[src/rtl/interrupt_vector_ctrl_pkg.sv]
// Shared definitions for the 6502 interrupt vector controller.
//   int_type_e : interrupt source encoding (IRQ=00, BRK=01, NMI=10, RES=11)
//   state_e    : vector-fetch sequencer states
//   VEC_*_LO   : low byte of each vector; the high byte is always low|1
//   vec_pulls  : ADL bit 2..0 pull-down pattern for a given source and byte
package interrupt_vector_ctrl_pkg;

    typedef enum logic [1:0] {
        INT_IRQ = 2'b00,
        INT_BRK = 2'b01,
        INT_NMI = 2'b10,
        INT_RES = 2'b11
    } int_type_e;

    typedef enum logic [1:0] {
        ST_IDLE   = 2'b00,
        ST_ARMED  = 2'b01,
        ST_VEC_LO = 2'b10,
        ST_VEC_HI = 2'b11
    } state_e;

    localparam logic [7:0] VEC_NMI_LO = 8'hFA;
    localparam logic [7:0] VEC_RES_LO = 8'hFC;
    localparam logic [7:0] VEC_IRQ_LO = 8'hFE;

    // ADL is precharged high, so a bit that must read 0 is pulled.
    // Only bits 2..0 differ between vectors; the high byte sets bit 0.
    function automatic logic [2:0] vec_pulls(input int_type_e t, input logic hi);
        logic [2:0] v;
        case (t)
            INT_NMI: v = VEC_NMI_LO[2:0];
            INT_RES: v = VEC_RES_LO[2:0];
            default: v = VEC_IRQ_LO[2:0];
        endcase
        v[0] = hi;
        return ~v;
    endfunction

endpackage

[src/rtl/interrupt_vector_ctrl_pin_sync.sv]
// Multi-flop synchroniser for an active-low asynchronous pin.
// Ports:
//   i_clk, i_rst_n : clock, async active-low reset (chain resets to "pin high")
//   i_pin          : raw asynchronous pin
//   o_low          : synchronised pin level is low
//   o_fall         : one-cycle pulse on a synchronised high->low transition
//                    (only when EDGE_EN = 1, otherwise tied 0)
module pin_sync #(
    parameter int STAGES  = 2,
    parameter bit EDGE_EN = 1'b0
) (
    input  logic i_clk,
    input  logic i_rst_n,
    input  logic i_pin,
    output logic o_low,
    output logic o_fall
);

    logic [STAGES-1:0] r_sync;

    always_ff @(posedge i_clk or negedge i_rst_n) begin
        if (!i_rst_n) begin
            r_sync <= '1;
        end else begin
            r_sync <= {r_sync[STAGES-2:0], i_pin};
        end
    end

    assign o_low = ~r_sync[STAGES-1];

    generate
        if (EDGE_EN) begin : g_edge
            logic r_prev;

            always_ff @(posedge i_clk or negedge i_rst_n) begin
                if (!i_rst_n) begin
                    r_prev <= 1'b1;
                end else begin
                    r_prev <= r_sync[STAGES-1];
                end
            end

            assign o_fall = r_prev & ~r_sync[STAGES-1];
        end else begin : g_no_edge
            assign o_fall = 1'b0;
        end
    endgenerate

endmodule

[src/rtl/interrupt_vector_ctrl.sv]
// Interrupt arbitration and vector-fetch sequencer for the 6502 core.
// Synchronises RES/NMI/IRQ pins, latches NMI edges and power-on/pin reset,
// arbitrates RES > NMI > IRQ (BRK as software source) and sequences the two
// vector-byte fetches by driving the ADL constant-generator pull-downs.
// Ports:
//   CLK, RST_N            : clock, async active-low reset
//   RES_N_IN/NMI_N_IN/IRQ_N_IN : raw interrupt pins
//   I_FLAG                : interrupt-disable bit
//   INT_ACK, BRK_EXEC     : decoder takes interrupt / executes BRK (pulses)
//   VEC_START             : pushes done, start vector fetch (pulse)
//   INT_PENDING           : hardware interrupt pending
//   B_FLAG_PUSH           : B bit value for the pushed P
//   RES_ACTIVE            : reset sequence in progress
//   ADL_PULL0/1/2         : ADL bit pull-downs (to sig_ZERO/ONE/TWO)
//   PCL_LOAD, PCH_LOAD    : PC byte load strobes
//   SET_I                 : set I flag
//   VEC_DONE              : sequence complete (pulse)
module interrupt_vector_ctrl
    import interrupt_vector_ctrl_pkg::*;
#(
    parameter int SYNC_STAGES = 2
) (
    input  logic CLK,
    input  logic RST_N,
    input  logic RES_N_IN,
    input  logic NMI_N_IN,
    input  logic IRQ_N_IN,
    input  logic I_FLAG,
    input  logic INT_ACK,
    input  logic BRK_EXEC,
    input  logic VEC_START,
    output logic INT_PENDING,
    output logic B_FLAG_PUSH,
    output logic RES_ACTIVE,
    output logic ADL_PULL0,
    output logic ADL_PULL1,
    output logic ADL_PULL2,
    output logic PCL_LOAD,
    output logic PCH_LOAD,
    output logic SET_I,
    output logic VEC_DONE
);

    logic w_res_low, w_res_fall;
    logic w_nmi_low, w_nmi_fall;
    logic w_irq_low, w_irq_fall;
    logic w_unused_sync;

    state_e    r_state, w_state_nxt;
    int_type_e r_type, w_type_nxt, w_hw_type;
    logic      r_nmi_latched, r_res_latched, r_vec_done;
    logic      w_pend_raw, w_nmi_clr, w_res_clr;
    logic [2:0] w_pulls;

    pin_sync #(.STAGES(SYNC_STAGES), .EDGE_EN(1'b0)) u_res_sync (
        .i_clk  (CLK),
        .i_rst_n(RST_N),
        .i_pin  (RES_N_IN),
        .o_low  (w_res_low),
        .o_fall (w_res_fall)
    );

    pin_sync #(.STAGES(SYNC_STAGES), .EDGE_EN(1'b1)) u_nmi_sync (
        .i_clk  (CLK),
        .i_rst_n(RST_N),
        .i_pin  (NMI_N_IN),
        .o_low  (w_nmi_low),
        .o_fall (w_nmi_fall)
    );

    pin_sync #(.STAGES(SYNC_STAGES), .EDGE_EN(1'b0)) u_irq_sync (
        .i_clk  (CLK),
        .i_rst_n(RST_N),
        .i_pin  (IRQ_N_IN),
        .o_low  (w_irq_low),
        .o_fall (w_irq_fall)
    );

    // NMI is edge-only and RES/IRQ are level-only.
    assign w_unused_sync = w_res_fall | w_irq_fall | w_nmi_low;

    assign w_pend_raw  = r_res_latched | r_nmi_latched | (w_irq_low & ~I_FLAG);
    // res_latched is 1 during reset, so the pending flag is masked there.
    assign INT_PENDING = RST_N & w_pend_raw;

    always_comb begin
        if (r_res_latched) begin
            w_hw_type = INT_RES;
        end else if (r_nmi_latched) begin
            w_hw_type = INT_NMI;
        end else begin
            w_hw_type = INT_IRQ;
        end
    end

    always_comb begin
        w_state_nxt = r_state;
        w_type_nxt  = r_type;
        case (r_state)
            ST_IDLE: begin
                if (INT_ACK && w_pend_raw) begin
                    w_type_nxt  = w_hw_type;
                    w_state_nxt = ST_ARMED;
                end else if (BRK_EXEC) begin
                    w_type_nxt  = INT_BRK;
                    w_state_nxt = ST_ARMED;
                end
            end
            ST_ARMED: begin
                if (VEC_START) begin
                    // NMI hijack: pushes are already done, only the vector changes.
                    if ((r_type == INT_IRQ || r_type == INT_BRK) && r_nmi_latched) begin
                        w_type_nxt = INT_NMI;
                    end
                    w_state_nxt = ST_VEC_LO;
                end
            end
            ST_VEC_LO: w_state_nxt = ST_VEC_HI;
            ST_VEC_HI: w_state_nxt = ST_IDLE;
            default:   w_state_nxt = ST_IDLE;
        endcase
        // A reset pin aborts any sequence in progress.
        if (w_res_low) begin
            w_state_nxt = ST_IDLE;
        end
    end

    assign w_nmi_clr = (r_state == ST_VEC_LO) && (r_type == INT_NMI);
    assign w_res_clr = (r_state == ST_VEC_LO) && (r_type == INT_RES);

    always_ff @(posedge CLK or negedge RST_N) begin
        if (!RST_N) begin
            r_state       <= ST_IDLE;
            r_type        <= INT_IRQ;
            r_nmi_latched <= 1'b0;
            r_res_latched <= 1'b1;
            r_vec_done    <= 1'b0;
        end else begin
            r_state       <= w_state_nxt;
            r_type        <= w_type_nxt;
            // A new set in the clearing cycle wins.
            r_nmi_latched <= w_nmi_fall | (r_nmi_latched & ~w_nmi_clr);
            r_res_latched <= w_res_low | (r_res_latched & ~w_res_clr);
            r_vec_done    <= (r_state == ST_VEC_HI) & ~w_res_low;
        end
    end

    always_comb begin
        B_FLAG_PUSH = 1'b0;
        RES_ACTIVE  = 1'b0;
        PCL_LOAD    = 1'b0;
        PCH_LOAD    = 1'b0;
        SET_I       = 1'b0;
        w_pulls     = 3'b000;
        case (r_state)
            ST_ARMED: begin
                B_FLAG_PUSH = (r_type == INT_BRK);
                RES_ACTIVE  = (r_type == INT_RES);
            end
            ST_VEC_LO: begin
                PCL_LOAD   = 1'b1;
                SET_I      = 1'b1;
                RES_ACTIVE = (r_type == INT_RES);
                w_pulls    = vec_pulls(r_type, 1'b0);
            end
            ST_VEC_HI: begin
                PCH_LOAD   = 1'b1;
                RES_ACTIVE = (r_type == INT_RES);
                w_pulls    = vec_pulls(r_type, 1'b1);
            end
            default: ;
        endcase
    end

    assign ADL_PULL0 = w_pulls[0];
    assign ADL_PULL1 = w_pulls[1];
    assign ADL_PULL2 = w_pulls[2];
    assign VEC_DONE  = r_vec_done;

endmodule

[config.mk]
export PLATFORM = sky130hd
export DESIGN_NAME = interrupt_vector_ctrl
export DESIGN_NICKNAME = d
export VERILOG_FILES = /design/src/rtl/interrupt_vector_ctrl_pkg.sv /design/src/rtl/interrupt_vector_ctrl_pin_sync.sv /design/src/rtl/interrupt_vector_ctrl.sv
export SDC_FILE = /design/constraint.sdc
export NUM_CORES = 1
export LEC_CHECK = 0
export CORE_UTILIZATION = 40
export DETAILED_ROUTE_END_ITERATION = 10
export PLACE_DENSITY_LB_ADDON = 0.05
export SYNTH_ARGS = -nofsm -noshare
export SYNTH_HDL_FRONTEND = slang
export SYNTH_HIERARCHICAL = 1
export SYNTH_SLANG_ARGS = --single-unit
[constraint.sdc]
create_clock -name CLK -period 2.1 [get_ports CLK]
set_clock_uncertainty 0.2 [all_clocks]
set_input_delay 0.42 -clock CLK [delete_from_list [all_inputs] [get_ports CLK]]
set_output_delay 0.42 -clock CLK [all_outputs]
set_load 0.005 [all_outputs]
==> results.json, run 1 <==
{
  "crit_start": "r_state[0]$_DFFE_PN0P_",
  "gp_congestion": 0.728,
  "grt.overflow.total": 0,
  "switchingPower_mw": 0.382,
  "coreArea_mm2": 0.00154,
  "initial_core_util_pct": 43.3,
  "ys_warn_count": 6,
  "grt_pass1_wl_mm": 2.05,
  "clk_latency_ns": 0.27,
  "nNetsFinal": 100,
  "worstRegToRegCells": 8,
  "path_max_fanout": 3,
  "wl_per_cell_um": 12.0,
  "min_period_over_period_pct": 98.3,
  "drc": 0,
  "die_w_um": 42.9,
  "cts_tree": "done",
  "routed_wl_mm": 1.22,
  "cap_violations": 0,
  "clkTransAtPathRegs_ns": 0.08,
  "fillCellCount": 145,
  "grt_usage_pct": 15.0,
  "port_buffers": 18,
  "multiInputGateArea_um2": 328,
  "crit_type": "flop to output pin",
  "cts.sink_count": 14,
  "p_leak_nw": 0.528,
  "r2r-start": "r_state[0]$_DFFE_PN0P_",
  "clock.fmax_ghz": 0.484,
  "die_h_um": 42.9,
  "critical_path_arrival_ns": 1.44,
  "area_growth_syn_to_layout_pct": 53.7,
  "antenna_cells": 0,
  "r2r-end": "r_type[0]$_DFFE_PN0P_",
  "swShare_pct": 33.2,
  "fin_crit_ns": 2.06,
  "pwr-share-seq_pct": 33.8,
  "cts_root_buf": "clkbuf_4",
  "pwr-share-comb_pct": 50.2,
  "boundaryPins": 19,
  "rows": 14,
  "firstDrtPassIters": 4,
  "die_area_mm2": 0.00184,
  "worst_pin_slew_ns": 0.301,
  "p_total_mw": 1.15,
  "crit_path_start_kind": "flop",
  "relSlewSlack_pct": 79.9,
  "drv_slew": 0,
  "hp-class": "flop to flop",
  "place_hpwl_um": 909,
  "via_count": 513,
  "seq_area_um2": 363,
  "antenna_found_initial": 0,
  "final_layout_size_suffix_gt1_share_pct": 39.5,
  "p_int_mw": 0.770,
  "avgSynthCellArea_um2": 11.5,
  "final_core_util_pct": 66.6,
  "setup_violations": 0,
  "p_clk_share_pct": 16.0,
  "hold_viol_final": 0,
  "end_kind": "output pin",
  "grt_max_degree": 15,
  "cts_buffers": 3,
  "synth.cell_area_um2": 668,
  "r2r_slack_ns": 0.04,
  "status": "finished clean",
  "postRouteAntennaNets": 0,
  "ir_drop_mv": 0.686,
  "setup_tns_ns": 0,
  "endpoint": "PCH_LOAD",
  "syn_nets": 71,
  "clk_path_buf_depth": 2,
  "htree_levels": 1,
  "holdWs_ns": 0.158,
  "routed_via_density": 5.03,
  "drt_first_iter_violations": 6,
  "grt_pass1_vias": 504,
  "worstPathRequired_ns": 1.48,
  "syn_inst": 58,
  "power_density_mw_per_mm2": 1120
}
-- layer usage --
| layer | up-vias | share of wire (%) | global-route usage [%] | wire [um] |
|---|---|---|---|---|
| met5 | - | 0 | 0 | 0 |
| met4 | 0 | 0 | 9.38 | 0 |
| met3 | 0 | 4.4 | 1.70 | 54 |
| met2 | 14 | 54 | 25.5 | 665 |
| met1 | 249 | 41 | 17.9 | 501 |
| li1 | 250 | - | - | - |
-- registers in the layout, summed over array words and instances (netlist names) --
signal                    cells
VEC_DONE                      1
r_nmi_latched                 1
r_res_latched                 1
r_state                       2
r_type                        2
u_irq_sync/r_sync             2
u_nmi_sync/g_edge.r_prev      1
u_nmi_sync/r_sync             2
u_res_sync/r_sync             2
-- power by group through the flow --
stage                     Combinational (mW)  Clock [mW]  Sequential (mW)
after global placement                 0.466           0            0.382
after detailed placement               0.473           0            0.383
after CTS                              0.475       0.196            0.379
after floorplan                        0.301           0            0.372
after global routing                   0.630       0.208            0.398
final                                  0.579       0.184            0.389
-- final cells by class --
cell class                      instances  area share, %
Sequential cell                        14           35.3
Inverter                                6           2.19
Multi-Input combinational cell         36           31.9
Clock buffer                            4           3.53
Timing Repair Buffer                   26           25.1
Tap cell                               16           1.95
-- worst min-delay path by stage --
stage	startpoint	end	slack (ns)	cells past startpoint
after floorplan	RST_N	VEC_DONE$_DFF_PN0_	-0.08	0
after global placement	u_irq_sync/r_sync[0]$_DFF_PN1_	u_irq_sync/r_sync[1]$_DFF_PN1_	0.15	0
after detailed placement	u_irq_sync/r_sync[0]$_DFF_PN1_	u_irq_sync/r_sync[1]$_DFF_PN1_	0.15	0
after CTS	u_irq_sync/r_sync[0]$_DFF_PN1_	u_irq_sync/r_sync[1]$_DFF_PN1_	0.16	0
after global routing	u_irq_sync/r_sync[0]$_DFF_PN1_	u_irq_sync/r_sync[1]$_DFF_PN1_	0.17	0
final	u_irq_sync/r_sync[0]$_DFF_PN1_	u_irq_sync/r_sync[1]$_DFF_PN1_	0.16	0
-- metrics by stage --
step	setup slack, ns	std cells	cell area (um2)
global route	-0.0187	102	1030
floorplan	0.205	58	668
finish	0.0358	102	1030
global placement	-0.145	94	883
detailed placement	-0.160	94	883
CTS	-0.179	98	920
-- repair_timing --
item / 4_1_cts / 5_1_grt
resized for setup: 3 / 22
endpoints found under the hold margin: 0 / 0
hold buffers: 0 / 0
pin swaps: 0 / 2
setup endpoints to repair: 8 / 8
setup buffers: 0 / 4
-- worst max-delay path: stages (launching register included) --
cell	delay, ns
dfrtp_2	0.42
buf_4	0.15
ha_4	0.17
clkdlybuf4s50_1	0.43
-- cells in the final DEF, fill, tap and decap left out, types with 2 or more instances in the layout --
cell type        count
inv_1                4
dlymetal6s2s_1       6
buf_4                7
nor3_1               2
nor2_1               5
nor2b_1              5
ha_4                 3
nand2b_1             2
a21o_1               2
dfstp_2              8
inv_2                2
dfrtp_1              4
dfrtp_2              2
clkbuf_4             3
clkdlybuf4s50_1     10
and3_1               2
Note: power is estimated with default switching activity, not from simulation.
==> inputs of run 2 (changes only) <==
--- a/config.mk
+++ b/config.mk
@@ -7,7 +7,8 @@
 export LEC_CHECK = 0
 export CORE_UTILIZATION = 40
 export DETAILED_ROUTE_END_ITERATION = 10
-export PLACE_DENSITY_LB_ADDON = 0.05
+export GPL_ROUTABILITY_DRIVEN = 1
+export PLACE_DENSITY = 0.79
 export SYNTH_ARGS = -nofsm -noshare
 export SYNTH_HDL_FRONTEND = slang
 export SYNTH_HIERARCHICAL = 1
==> results.json, run 2 (same netlist as run 1, synthesis figures left out) <==
{
  "status": "finished clean",
  "drt_first_iter_violations": 8,
  "clock.fmax_ghz": 0.497,
  "min_period_over_period_pct": 95.7,
  "pwr-share-seq_pct": 35.3,
  "p_leak_nw": 0.516,
  "routed_via_density": 4.93,
  "coreArea_mm2": 0.00154,
  "worstPathRequired_ns": 1.48,
  "initial_core_util_pct": 43.3,
  "final_core_util_pct": 64.3,
  "wl_per_cell_um": 11.6,
  "rsz0062_at_grt": "yes",
  "boundaryPins": 19,
  "cap_violations": 0,
  "die_area_mm2": 0.00184,
  "final_layout_size_suffix_gt1_share_pct": 36.9,
  "stdcell_area_um2": 991,
  "r2r-start": "r_state[0]$_DFFE_PN0P_",
  "critPathSlowestCell": "clkdlybuf4s50_1",
  "crit_chain": "ha_2 -> clkdlybuf4s50_1",
  "wl_met1_um": 533,
  "pwr-share-comb_pct": 48.3,
  "cts_tree": "done",
  "postRouteAntennaNets": 0,
  "wl_met2_um": 572,
  "crit_start": "r_state[1]$_DFFE_PN0P_",
  "die_w_um": 42.9,
  "critical_path_arrival_ns": 1.39,
  "critPathTopFamily": "buffers and inverters",
  "clk_path_buf_depth": 2,
  "r2r_slack_ns": 0.11,
  "port_buffers": 18,
  "worstRegToRegCells": 7,
  "place_hpwl_um": 889,
  "via_count": 493,
  "gp_congestion": 0.817,
  "grt_pass1_wl_mm": 1.99,
  "hold_viol_final": 0,
  "grt_max_degree": 15,
  "nNetsFinal": 98,
  "firstDrtPassIters": 3,
  "path_max_fanout": 4,
  "ir_drop_mv": 0.668,
  "grt_pass1_vias": 471,
  "grt_usage_pct": 14.3,
  "power_density_mw_per_mm2": 1110,
  "mostFrequentLayoutCell": "clkdlybuf4s50_1",
  "htree_levels": 1,
  "area_growth_syn_to_layout_pct": 48.3,
  "slowest_delay_ns": 0.50,
  "p_int_mw": 0.738,
  "relSlewSlack_pct": 77.9,
  "antenna_found_initial": 0,
  "swShare_pct": 33.0,
  "hp-class": "flop to flop",
  "crit_cells": 2,
  "cts_root_buf": "clkbuf_4",
  "fillCellCount": 125,
  "routed_wl_mm": 1.16,
  "drv_slew": 0,
  "worst_pin_slew_ns": 0.331,
  "setup_slack_ns": 0.0894,
  "end_kind": "output pin",
  "antenna_cells": 0,
  "p_clk_share_pct": 16.4,
  "drc": 0,
  "highest_layer": "met3",
  "endpoint": "PCH_LOAD",
  "cts.sink_count": 14,
  "r2r-end": "r_type[0]$_DFFE_PN0P_",
  "dpl_worst_slack_ns": -0.145,
  "cp_num_buf_inv": 1,
  "cts_buffers": 3,
  "die_h_um": 42.9,
  "grt.overflow.total": 0,
  "clk_latency_ns": 0.26,
  "setup_violations": 0,
  "fin_crit_ns": 2.01,
  "switchingPower_mw": 0.363,
  "clkTransAtPathRegs_ns": 0.08,
  "mostFrequentLayoutCells": "clkdlybuf4s50_1, dfstp_2, dlymetal6s2s_1",
  "crit_type": "flop to output pin",
  "place_area_um2": 883,
  "rows": 14,
  "crit_path_start_kind": "flop",
  "dr_wl_met3_um": 49
}
[run 2: per-stage QoR]
| step | TNS (ns) | total power [mW] | std cells | hold WS [ns] |
|---|---|---|---|---|
| 6_report | 0 | 1.10 | 100 | 0.156 |
| 5_1_grt | -0.00851 | 1.18 | 100 | 0.156 |
| 4_1_cts | -0.751 | 1.04 | 98 | 0.159 |
| 3_5_place_dp | -0.145 | 0.854 | 94 | 0.148 |
| 3_3_place_gp | -0.142 | 0.839 | 94 | 0.146 |
| 2_1_floorplan | 0 | 0.672 | 58 | -0.0756 |
[run 2: final cells by class]
cell class	instances	area [um2]	area share [%]
multi-input cells	36	308	31.1
inverters	6	22.5	2.27
clock buffers	4	36.3	3.66
well taps	16	20.0	2.02
flip-flops and latches	14	363	36.6
repair buffers	24	241	24.4
[run 2: power groups by stage]
stage	logic [mW]	registers, mW	clock network [mW]
after global placement	0.459	0.379	0
final	0.531	0.389	0.180
after detailed placement	0.471	0.383	0
after floorplan	0.301	0.372	0
after CTS	0.473	0.378	0.188
after global routing	0.582	0.400	0.202
[run 2: how the worst min path moves through the flow]
stage | startpoint | endpoint | slack [ns] | cells after the start
after floorplan | RST_N | VEC_DONE$_DFF_PN0_ | -0.08 | 0
after global placement | u_irq_sync/r_sync[0]$_DFF_PN1_ | u_irq_sync/r_sync[1]$_DFF_PN1_ | 0.15 | 0
after detailed placement | u_nmi_sync/r_sync[0]$_DFF_PN1_ | u_nmi_sync/r_sync[1]$_DFF_PN1_ | 0.15 | 0
after CTS | u_nmi_sync/r_sync[0]$_DFF_PN1_ | u_nmi_sync/r_sync[1]$_DFF_PN1_ | 0.16 | 0
after global routing | u_nmi_sync/r_sync[0]$_DFF_PN1_ | u_nmi_sync/r_sync[1]$_DFF_PN1_ | 0.16 | 0
final | u_nmi_sync/r_sync[0]$_DFF_PN1_ | u_nmi_sync/r_sync[1]$_DFF_PN1_ | 0.16 | 0
[run 2: routing by layer]
layer | vias to the layer above | global-route usage (%)
met4 | 0 | 3.75
met2 | 15 | 23.9
met1 | 232 | 19.0
met3 | 0 | 2.55
li1 | 246 | -
met5 | - | 0
[run 2: repair_timing]
item                                    4_1_cts  5_1_grt
endpoints found under the setup margin        8        7
setup buffers                                 0        2
cloned                                        0        0
hold buffers                                  0        0
resized for setup                             3       18
